**config.mk**
```make
export PLATFORM = sky130hd
export DESIGN_NAME = pc_sequencer_flat
export DESIGN_NICKNAME = d
export VERILOG_FILES = /design/src/rtl/pc_sequencer_if.sv /design/src/rtl/pc_sequencer.sv /design/src/flat_wrapper.sv
export SDC_FILE = /design/constraint.sdc
export NUM_CORES = 1
export LEC_CHECK = 0
export ABC_AREA = 1
export BUFFER_PORTS_ARGS = -buffer_cell sky130_fd_sc_hd__buf_4
export CORE_ASPECT_RATIO = 1.5
export CORE_MARGIN = 5
export CORE_UTILIZATION = 58
export CTS_CLUSTER_SIZE = 30
export DETAILED_ROUTE_END_ITERATION = 8
export HOLD_SLACK_MARGIN = 0.05
export PLACE_DENSITY = 0.85
export SLEW_MARGIN = 20
export SYNTH_ARGS = -nofsm -noshare
export SYNTH_HDL_FRONTEND = slang
export SYNTH_SLANG_ARGS = --single-unit
```
**constraint.sdc**
```tcl
create_clock -name clk -period 3.5 [get_ports clk]
set_input_delay 0 -clock clk [delete_from_list [all_inputs] [get_ports clk]]
set_output_delay 0 -clock clk [all_outputs]
set_load 0.02 [all_outputs]
```
**src/rtl/pc_sequencer_if.sv**
```systemverilog
// Fetch-side bus of the PC sequencer.
// master: the sequencer (takes control inputs, drives PCin/fetch_en/fetch_count/state/fault).
// slave : the consumer/driver on the other side (drives stall/redirect/halt_req).
interface pc_sequencer_if #(
    parameter int unsigned CNT_W = 32
);
    logic             stall;
    logic             redirect;
    logic [31:0]      redirect_pc;
    logic             halt_req;
    logic [31:0]      PCin;
    logic             fetch_en;
    logic [CNT_W-1:0] fetch_count;
    logic [1:0]       state;
    logic             fault;

    modport master (
        input  stall, redirect, redirect_pc, halt_req,
        output PCin, fetch_en, fetch_count, state, fault
    );

    modport slave (
        output stall, redirect, redirect_pc, halt_req,
        input  PCin, fetch_en, fetch_count, state, fault
    );
endinterface

```
**src/rtl/pc_sequencer.sv**
```systemverilog
// Program-counter sequencer feeding the instruction-fetch stage.
// Ports: clk, rst_n (synchronous, active-low), bus (pc_sequencer_if.master):
//   stall/redirect/redirect_pc/halt_req in; PCin, fetch_en, fetch_count, state, fault out.
// PCin starts at ENTRY_PC, advances by 4, follows aligned redirects, halts on
// halt_req, on a misaligned redirect (sticky fault) or after MAX_FETCH advances.
module pc_sequencer #(
    parameter logic [31:0] ENTRY_PC  = 32'h0000_0028,
    parameter int unsigned MAX_FETCH = 0,
    parameter int unsigned CNT_W     = 32
) (
    input logic            clk,
    input logic            rst_n,
    pc_sequencer_if.master bus
);
    typedef enum logic [1:0] {
        BOOT  = 2'b00,
        RUN   = 2'b01,
        STALL = 2'b10,
        HALT  = 2'b11
    } state_t;

    state_t           st;
    logic [31:0]      pc;
    logic [CNT_W-1:0] cnt;
    logic             flt;

    logic [CNT_W-1:0] cnt_inc;
    logic             budget_hit;
    logic             misaligned;

    // Saturating advance count; budget is judged on the post-advance value
    assign cnt_inc    = (&cnt) ? cnt : cnt + CNT_W'(1);
    assign budget_hit = (MAX_FETCH != 0) && (cnt_inc == CNT_W'(MAX_FETCH));
    assign misaligned = (bus.redirect_pc[1:0] != 2'b00);

    // Sequencer state, PC and counters
    always_ff @(posedge clk) begin
        if (!rst_n) begin
            st  <= BOOT;
            pc  <= ENTRY_PC;
            cnt <= '0;
            flt <= 1'b0;
        end else begin
            case (st)
                BOOT: st <= RUN;
                RUN, STALL: begin
                    if (bus.halt_req) begin
                        st <= HALT;
                    end else if (bus.redirect && misaligned) begin
                        st  <= HALT;
                        flt <= 1'b1;
                    end else if (bus.redirect) begin
                        // redirect takes precedence over stall
                        pc  <= bus.redirect_pc;
                        cnt <= cnt_inc;
                        st  <= budget_hit ? HALT : RUN;
                    end else if (bus.stall) begin
                        st <= STALL;
                    end else if (st == RUN) begin
                        pc  <= pc + 32'd4;
                        cnt <= cnt_inc;
                        st  <= budget_hit ? HALT : RUN;
                    end else begin
                        // leaving STALL re-presents the held PC once
                        st <= RUN;
                    end
                end
                default: st <= HALT;
            endcase
        end
    end

    assign bus.PCin        = pc;
    assign bus.fetch_count = cnt;
    assign bus.state       = st;
    assign bus.fault       = flt;
    assign bus.fetch_en    = (st == RUN) || (st == STALL);

endmodule

```
**src/flat_wrapper.sv**
```systemverilog
// flat-port wrapper written by rule: the top's interface ports become plain ports
module pc_sequencer_flat 
#(
    parameter logic [31:0] ENTRY_PC  = 32'h0000_0028,
    parameter int unsigned MAX_FETCH = 0,
    parameter int unsigned CNT_W     = 32
)
  (clk, rst_n, bus_stall, bus_redirect, bus_redirect_pc, bus_halt_req, bus_PCin, bus_fetch_en, bus_fetch_count, bus_state, bus_fault);
  pc_sequencer_if #(.CNT_W(CNT_W)) bus_i ();
  input logic clk;
  input logic rst_n;
  input wire logic [$bits(bus_i.stall)-1:0] bus_stall;
  input wire logic [$bits(bus_i.redirect)-1:0] bus_redirect;
  input wire logic [$bits(bus_i.redirect_pc)-1:0] bus_redirect_pc;
  input wire logic [$bits(bus_i.halt_req)-1:0] bus_halt_req;
  output wire logic [$bits(bus_i.PCin)-1:0] bus_PCin;
  output wire logic [$bits(bus_i.fetch_en)-1:0] bus_fetch_en;
  output wire logic [$bits(bus_i.fetch_count)-1:0] bus_fetch_count;
  output wire logic [$bits(bus_i.state)-1:0] bus_state;
  output wire logic [$bits(bus_i.fault)-1:0] bus_fault;
  assign bus_i.stall = bus_stall;
  assign bus_i.redirect = bus_redirect;
  assign bus_i.redirect_pc = bus_redirect_pc;
  assign bus_i.halt_req = bus_halt_req;
  assign bus_PCin = bus_i.PCin;
  assign bus_fetch_en = bus_i.fetch_en;
  assign bus_fetch_count = bus_i.fetch_count;
  assign bus_state = bus_i.state;
  assign bus_fault = bus_i.fault;
  pc_sequencer #(.ENTRY_PC(ENTRY_PC), .MAX_FETCH(MAX_FETCH), .CNT_W(CNT_W)) u_core (.clk(clk), .rst_n(rst_n), .bus(bus_i));
endmodule
```
== After elaboration in Yosys (flattened, before gate mapping) ==
Cells that the tools add are included.

* Input bits: 37
* Output and inout bits: 68
* Bits in registers: 67
* Word-level logic and storage cells: 32

* Bitwise logic cells: 2
* Reduce and logical (&&, ||, !) cells: 9
* $add $sub $neg: 2
* Eq/ne operators: 3
* Muxes and demuxes: 12

{| class="wikitable"
|+ Operators by type and width
! kind !! number
|-
| 2-to-1 mux 32 bit || 7
|-
| adder 32 x 1 -> 32 bit (second input constant) || 1
|-
| adder 32 x 3 -> 32 bit (second input constant) || 1
|-
| AND reduction 32 bit || 1
|-
| 2-to-1 mux 2 bit || 4
|-
| AND reduction 5 bit || 1
|-
| case mux 2 bit (2 select lines) || 1
|-
| nonzero test 2 bit || 2
|-
| AND reduction 3 bit || 1
|-
| == test 2 x 1 -> 1 bit (second input constant) || 1
|-
| == test 2 bit (second input constant) || 1
|-
| logical NOT 2 bit || 1
|-
| != test 2 x 1 -> 1 bit (second input constant) || 1
|-
| NOT 1 bit || 2
|-
| OR reduction 2 bit || 1
|-
| logical AND 1 bit || 1
|-
| logical OR 1 bit || 1
|}

== Depth between registers and ports, before layout ==
Gate-level depths: netlist (run 1).

* Depth in word-level cells: 5
* Mapped depth: 11
* Mapped depth without buffers: 10

== Worst setup path before layout (run 1) ==
OpenSTA, ideal clock, no wires.

* Path type: register to register
* From: register u_core.st[0] (netlist: u_core.bus.state[0])
* To: register u_core.pc[9] (netlist: u_core.bus.PCin[9])
* Arrival time: 1.932 ns
* Buffers on the path: 1
* Path slack: 1.435 ns
* Stages on the path, launching flop included: 9
* Cell sequence: dfxtp_1 inv_1 ha_1 nand2_1 nor3_4 inv_2 buf_2 o21ai_0 a21oi_1

* Word-level cells in the longest chain between the ends: 3

{| class="wikitable"
|+ Ends and longest elaborated chain
! element !! RTL line !! RTL
|-
| start: declaration || pc_sequencer.sv:22 || <nowiki>state_t st;</nowiki>
|-
| start signal: assignment || pc_sequencer.sv:56 || <nowiki>st <= budget_hit ? HALT : RUN;</nowiki>
|-
| start signal: assignment || pc_sequencer.sv:62 || <nowiki>st <= budget_hit ? HALT : RUN;</nowiki>
|-
| == test 2 x 1 -> 1 bit or == test 2 bit (tied branches) || pc_sequencer.sv:44, pc_sequencer.sv:59 ||
|-
| nonzero test 2 bit (no source line) or OR reduction 2 bit (tied branches) || - ||
|-
| AND reduction 5 bit (no source line) (*) || - ||
|-
| end signal: assignment || pc_sequencer.sv:54 || <nowiki>pc <= bus.redirect_pc;</nowiki>
|-
| end signal: assignment || pc_sequencer.sv:60 || <nowiki>pc <= pc + 32'd4;</nowiki>
|-
| end: declaration || pc_sequencer.sv:23 || <nowiki>logic [31:0] pc;</nowiki>
|}

Mark *: on every way between the ends. The rest lies on a longest branch, timed or not.
A chain may end at the register's enable or synchronous reset.

== Worst setup path in the final report (run 1) ==
* From: register u_core.st[0] (netlist: u_core.bus.state[0])
* To: register u_core.cnt[29] (netlist: u_core.bus.fetch_count[29])

* Word-level cells in the longest chain between the ends: 3

{| class="wikitable"
|+ Ends and longest elaborated chain
! element !! RTL line !! RTL
|-
| == test 2 x 1 -> 1 bit or == test 2 bit (tied branches) || pc_sequencer.sv:44, pc_sequencer.sv:59 ||
|-
| nonzero test 2 bit (no source line) or OR reduction 2 bit (tied branches) || - ||
|-
| AND reduction 5 bit (no source line) (*) || - ||
|-
| end signal: assignment || pc_sequencer.sv:55 || <nowiki>cnt <= cnt_inc;</nowiki>
|-
| end signal: assignment || pc_sequencer.sv:61 || <nowiki>cnt <= cnt_inc;</nowiki>
|-
| end: declaration || pc_sequencer.sv:24 || <nowiki>logic [CNT_W-1:0] cnt;</nowiki>
|}

Marks and branches as above.

==> impl_metrics.ini, run 1 <==
[run_status]
status = completed

[clock_tree]
cts_buffers = 9
cts_tree = built
clk_pin_slew_ps = 50
cts_setup_buffers = 0
cts.sinks = 67
cts.path.max_buffers = 2
clk_latency_ps = 340
post_cts_resized = 0
cts_root_buf = clkbuf_16
h-tree-depth = 3

[place]
dp_hpwl_um = 10700
post_dp_cell_area_um2 = 5260
place_inst = 966
gp_congestion = 0.992
port-buffer-count = 104

[global_route]
grtUsageTotal = 0.316
first_global_vias = 5295
grt_overflow = 0
grt_antenna_before_repair = 0
grt_max_degree = 60
grt_first_pass_wirelength_um = 24000

[timing]
setup_viol = 0
final_min_period_over_clock_period = 0.729
finalHoldViolCount = 0
whs_ps = 41.8
finalMaxSlewViolations = 0
relSlewSlack = 0.256
timing.setup.tns_ps = 0
min_period_ps = 2550
clock_skew_ps = 6.31
worst_slew_pin_slew_ps = 1120
fmax_mhz = 392
rsz0062_at_grt = false

[yosys]
syn_area_per_cell_um2 = 5.70
ys_seq_area_frac = 0.301
ys_types = 30
synth-seq-cells = 67
syn_nets = 825
syn_area_um2 = 4460
synth_warnings = 0
synth_cells = 783

[pwr]
power_switching_w = 0.000633
clockPowerShare = 0.428
p_comb_frac = 0.181
swShare = 0.295
intPower_w = 0.00151
p_leak_nw = 2.20
ir_drop_mv = 0.342
power_density_nw_per_um2 = 379
p_seq_frac = 0.391
total_power_w = 0.00214

[critical_path]
reg2reg_depth = 10
crit_arrival_ps = 2800
startpoint_type = register
critPathLaunch = u_core.bus.state[0]
cp_max_fo = 33
critPathKind = reg2reg
worstSetupEndpointType = register
cp.required_ps = 3750
worstReg2RegStart = u_core.bus.state[0]
reg2reg_to = u_core.bus.fetch_count[29]
regToRegSetupSlack_ps = 950

[detailed_routing]
final_antenna_net_count = 0
via_count = 5496
drc = 0
vias_per_cell = 5.54
dr.pass1.iters = 6
dr.first_iter.drc_count = 426
wl_per_cell_um = 14.9
drt-total-wl_um = 14800

[finish]
area_growth_pct = 26.8
drive_above_1_share = 0.149
register_area_um2 = 1340
design_area_um2 = 5660
fillers = 686
antenna_cells = 0
fin_nets = 927
multi_input_area_um2 = 2810
final_cells = 992

[worst_hold_path]
hold_start = bus_redirect_pc[13]
hold_depth = 5
hp-class = in2reg
min_to = u_core.bus.PCin[13]

[floorplanning]
start_util = 0.590
core-area_um2 = 7560
pin_count = 105
rows = 39
die-area_um2 = 9580
dieHeight_um = 117
die_w_um = 81.6

[flow_run]
maxCapViolCount = 0
==> final cells by class <==
class,count,area share
Clock buffer,11,0.0429
Timing Repair Buffer,116,0.158
Sequential cell,67,0.237
Inverter,50,0.0332
Multi-Input combinational cell,641,0.497
Clock inverter,5,0.00929
Tap cell,102,0.0226
==> synth_stat cells <==
library cell | instances | area, um^2
nand3_1 | 36 | 180
xor2_1 | 9 | 78.8
o211ai_1 | 1 | 7.51
a21oi_1 | 60 | 300
nor3_4 | 1 | 16.3
o31ai_1 | 2 | 15.0
clkbuf_1 | 13 | 48.8
a31oi_1 | 2 | 12.5
buf_2 | 5 | 25.0
o21a_1 | 1 | 7.51
ha_1 | 5 | 62.6
buf_1 | 1 | 3.75
nand3b_1 | 13 | 97.6
o21ai_0 | 26 | 130
inv_2 | 4 | 15.0
nand2_1 | 321 | 1200
or2_2 | 4 | 25.0
dfxtp_1 | 67 | 1340
nor2_4 | 1 | 11.3
nand2_2 | 1 | 6.26
xnor2_1 | 5 | 43.8
a211oi_1 | 2 | 15.0
o21bai_1 | 1 | 7.51
nand4_1 | 4 | 25.0
inv_1 | 46 | 173
and2_1 | 1 | 6.26
nand3_2 | 1 | 10.0
nor3_1 | 4 | 20.0
nor2_1 | 140 | 526
buf_4 | 6 | 45.0
==> routing by layer <==
layer	vias up	share of wire	track usage
met1	2521	0.34	0.314
li1	2680	-	-
met5	-	0	0
met2	229	0.54	0.581
met4	0	0.059	0.208
met3	66	0.057	0.0391
==> worst max-delay path by stage <==
stage | end | slack, ps | cells past startpoint
final | u_core.bus.fetch_count[29] | 950 | 10
after global routing | u_core.bus.fetch_count[11] | 670 | 10
after CTS | u_core.bus.fetch_count[29] | 930 | 10
after detailed placement | u_core.bus.fetch_count[29] | 960 | 10
after global placement | u_core.bus.fetch_count[2] | 1090 | 10
after floorplan | u_core.bus.PCin[9] | 1440 | 8
==> sequential cells by signal, summed over array words and instances, names as in the netlist <==
name and count:
u_core.bus.PCin 32, u_core.bus.fault 1, u_core.bus.fetch_count 32, u_core.bus.state 2
==> critical path, cell delays in order, from the launching register on <==
cell and delay (ps):
dfxtp_1 380, inv_1 60, ha_1 350, nand2_1 140, nor3_4 190, buf_4 290, nand2_2 70, buf_4 250
inv_2 440, nand2_1 120, a21oi_1 170
==> per-stage QoR <==
stage,setup slack (ps),utilization
after floorplan,1440,-
after global placement,1090,0.696
after detailed placement,955,0.696
after CTS,930,0.748
after global routing,675,0.748
final,949,0.748
==> power groups by stage <==
| stage | Sequential, W | Combinational [W] | Clock (W) |
|---|---|---|---|
| 5_1_grt | 0.000843 | 0.000427 | 0.000955 |
| 6_report | 0.000838 | 0.000389 | 0.000918 |
| 3_5_place_dp | 0.000852 | 0.000377 | 0 |
| 4_1_cts | 0.000836 | 0.000388 | 0.000916 |
| 3_3_place_gp | 0.000851 | 0.000369 | 0 |
| 2_1_floorplan | 0.000881 | 0.000209 | 0 |
==> kinds of logic after synthesis <==
| family | count (synthesis) | share of synthesized area |
|---|---|---|
| AND/OR/NAND/NOR | 527 | 0.477 |
| adder cells (fa/ha/maj) | 5 | 0.0140 |
| XOR/XNOR | 14 | 0.0275 |
| flip-flops | 67 | 0.301 |
| AO/OA/AOI/OAI | 95 | 0.111 |
| buffers and inverters | 75 | 0.0696 |
==> placed cells by master (no fill, tap or decap), drive strengths merged, types with 9 or more instances in the layout <==
cell and instances:
a21oi 60, nand3 37, nor2 141, dlygate4sd3 10, o21ai 26, clkbuf 11, xor2 9, inv 50
nand2 322, buf 106, nand3b 13, dfxtp 67
==> what timing repair did <==
action / 4_1_cts / 5_1_grt
endpoints found under the hold margin: 17 / 0
endpoints found under the setup margin: 0 / 0
hold buffers: 10 / 0
(Power assumes the default switching activity.)
==> run 2, diff against run 1 <==
--- a/config.mk
+++ b/config.mk
@@ -9,11 +9,11 @@
 export BUFFER_PORTS_ARGS = -buffer_cell sky130_fd_sc_hd__buf_4
 export CORE_ASPECT_RATIO = 1.5
 export CORE_MARGIN = 5
-export CORE_UTILIZATION = 58
+export CORE_UTILIZATION = 55
 export CTS_CLUSTER_SIZE = 30
 export DETAILED_ROUTE_END_ITERATION = 8
 export HOLD_SLACK_MARGIN = 0.05
-export PLACE_DENSITY = 0.85
+export PLACE_DENSITY = 0.81
 export SLEW_MARGIN = 20
 export SYNTH_ARGS = -nofsm -noshare
 export SYNTH_HDL_FRONTEND = slang
==> constraint.sdc (replaced) <==
create_clock -name clk -period 2.4 [get_ports clk]
set_input_delay 0 -clock clk [delete_from_list [all_inputs] [get_ports clk]]
set_output_delay 0 -clock clk [all_outputs]
set_load 0.02 [all_outputs]
==> run 2 against run 1 <==
Against the previous run: first-iteration DRC count down 25%; total power increased by 52%; wire length grew 1.8%; critical endpoint is now u_core.bus.fetch_count[10]; critical path depth is 2 lower; core utilization down 2.3 points; critical path type unchanged; sequential power rose by 46%.
==> impl_metrics.ini, run 2 (synthesized netlist as in run 1, its figures left out) <==
[timing]
min_period_ps = 2170
fmax_mhz = 461
rsz0062_at_grt = false
relSlewSlack = 0.514
final_min_period_over_clock_period = 0.905
whs_ps = 53.3
finalMaxSlewViolations = 0
clock_skew_ps = 6.44
finalHoldViolCount = 0
worst_slew_pin_slew_ps = 729
setup_viol = 0
timing.setup.tns_ps = 0

[finish]
final_util = 0.725
area_growth_pct = 29.3
final_cell_mix = nand2_1 (321), nor2_1 (140), buf_4 (114)
fillers = 713
fin_nets = 936
antenna_cells = 0
design_area_um2 = 5770
layout_commonest_cell = nand2_1
drive_above_1_share = 0.157

[floorplanning]
dieHeight_um = 120
start_util = 0.561
die-area_um2 = 10000
rows = 40
pin_count = 105
core-area_um2 = 7960
die_w_um = 83.5

[worst_hold_path]
hold_depth = 5
hp-class = in2reg
hold_start = bus_redirect_pc[11]
min_to = u_core.bus.PCin[11]

[pwr]
ir_drop_mv = 0.442
power_density_nw_per_um2 = 566
total_power_w = 0.00326
p_leak_nw = 2.26

[critical_path]
critPathKind = reg2reg
cp_max_fo = 30
worstReg2RegStart = u_core.bus.state[0]
cp.required_ps = 2660
reg2reg_depth = 8
regToRegSetupSlack_ps = 230
worstSetupEndpointType = register
crit_arrival_ps = 2440
startpoint_type = register
reg2reg_to = u_core.bus.fetch_count[10]

[place]
post_dp_cell_area_um2 = 5330
dp_hpwl_um = 11200
gp_congestion = 0.965
port-buffer-count = 104

[detailed_routing]
dr.first_iter.drc_count = 321
vias_per_cell = 5.48
dr.pass1.iters = 5
drt-total-wl_um = 15100
via_count = 5500
final_antenna_net_count = 0
drc = 0
wl_per_cell_um = 15.0

[clock_tree]
cts.sinks = 67
cts_root_buf = clkbuf_16
cts_tree = built
h-tree-depth = 3
cts.path.max_buffers = 2
clk_latency_ps = 340
cts_buffers = 9
clk_pin_slew_ps = 60

[flow_run]
maxCapViolCount = 0

[global_route]
grt_overflow = 0
grt_max_degree = 40
grt_antenna_before_repair = 0
first_global_vias = 5452
grtUsageTotal = 0.301
grt_first_pass_wirelength_um = 24600

[run_status]
status = completed
[run 2: changes by cell type in the layout (fill, tap and decap cells not counted)]
cell,before,now
inv_4,0,1
clkbuf_8,1,2
bufinv_16,1,2
buf_4,106,114
dlygate4sd3_1,10,11
clkinv_2,3,1
inv_2,4,3
[run 2: how the worst max path moves through the flow]
stage | startpoint | endpoint | cells after the start
2_1_floorplan | u_core.bus.state[0] | u_core.bus.PCin[9] | 8
3_3_place_gp | u_core.bus.state[0] | u_core.bus.fetch_count[2] | 8
3_5_place_dp | u_core.bus.state[0] | u_core.bus.fetch_count[26] | 8
4_1_cts | u_core.bus.state[0] | u_core.bus.fetch_count[27] | 8
5_1_grt | u_core.bus.state[0] | u_core.bus.fetch_count[10] | 8
6_report | u_core.bus.state[0] | u_core.bus.fetch_count[10] | 8
[run 2: what timing repair did]
item / CTS / global route
hold buffers: 11 / 0
gates resized for setup: 0 / 2
endpoints found under the setup margin: 0 / 30
buffers inserted: 0 / 0
endpoints found under the hold margin: 17 / 0
[run 2: routing by layer]
metal | vias up | GRT usage | part of all wire
met5 | - | 0 | 0
met4 | 0 | 0.174 | 0.052
met3 | 59 | 0.0600 | 0.060
met2 | 239 | 0.580 | 0.54
met1 | 2507 | 0.293 | 0.35
li1 | 2695 | - | -
[run 2: cell type report]
| cell class | count | area (um^2) | share of cell area |
|---|---|---|---|
| clock buffers | 12 | 256 | 0.0445 |
| clock inverters | 4 | 72.6 | 0.0126 |
| inverters | 50 | 190 | 0.0330 |
| multi-input cells | 641 | 2810 | 0.487 |
| flip-flops and latches | 67 | 1340 | 0.233 |
| well taps | 105 | 131 | 0.0228 |
| repair buffers | 125 | 966 | 0.167 |
[run 2: critical path: stages, from the launching register on]
cell	delay, ps
dfxtp_1	390
inv_1	60
ha_1	360
nand2_1	140
nor3_4	330
nand2_2	220
inv_4	320
nand2_1	130
a21oi_1	150
[run 2: power by group]
part | leakage, nW | switching, W | internal, W
registers | 0.541 | 0.0000607 | 0.00116
clock network | 0.159 | 0.000495 | 0.000965
logic | 1.56 | 0.000359 | 0.000223
total | 2.26 | 0.000914 | 0.00235
[run 2: metrics by stage]
stage	std cells	worst slack, ps
final	1004	229
after global placement	977	286
after CTS	1004	76.0
after floorplan	783	335
after global routing	1004	67.8
after detailed placement	977	138
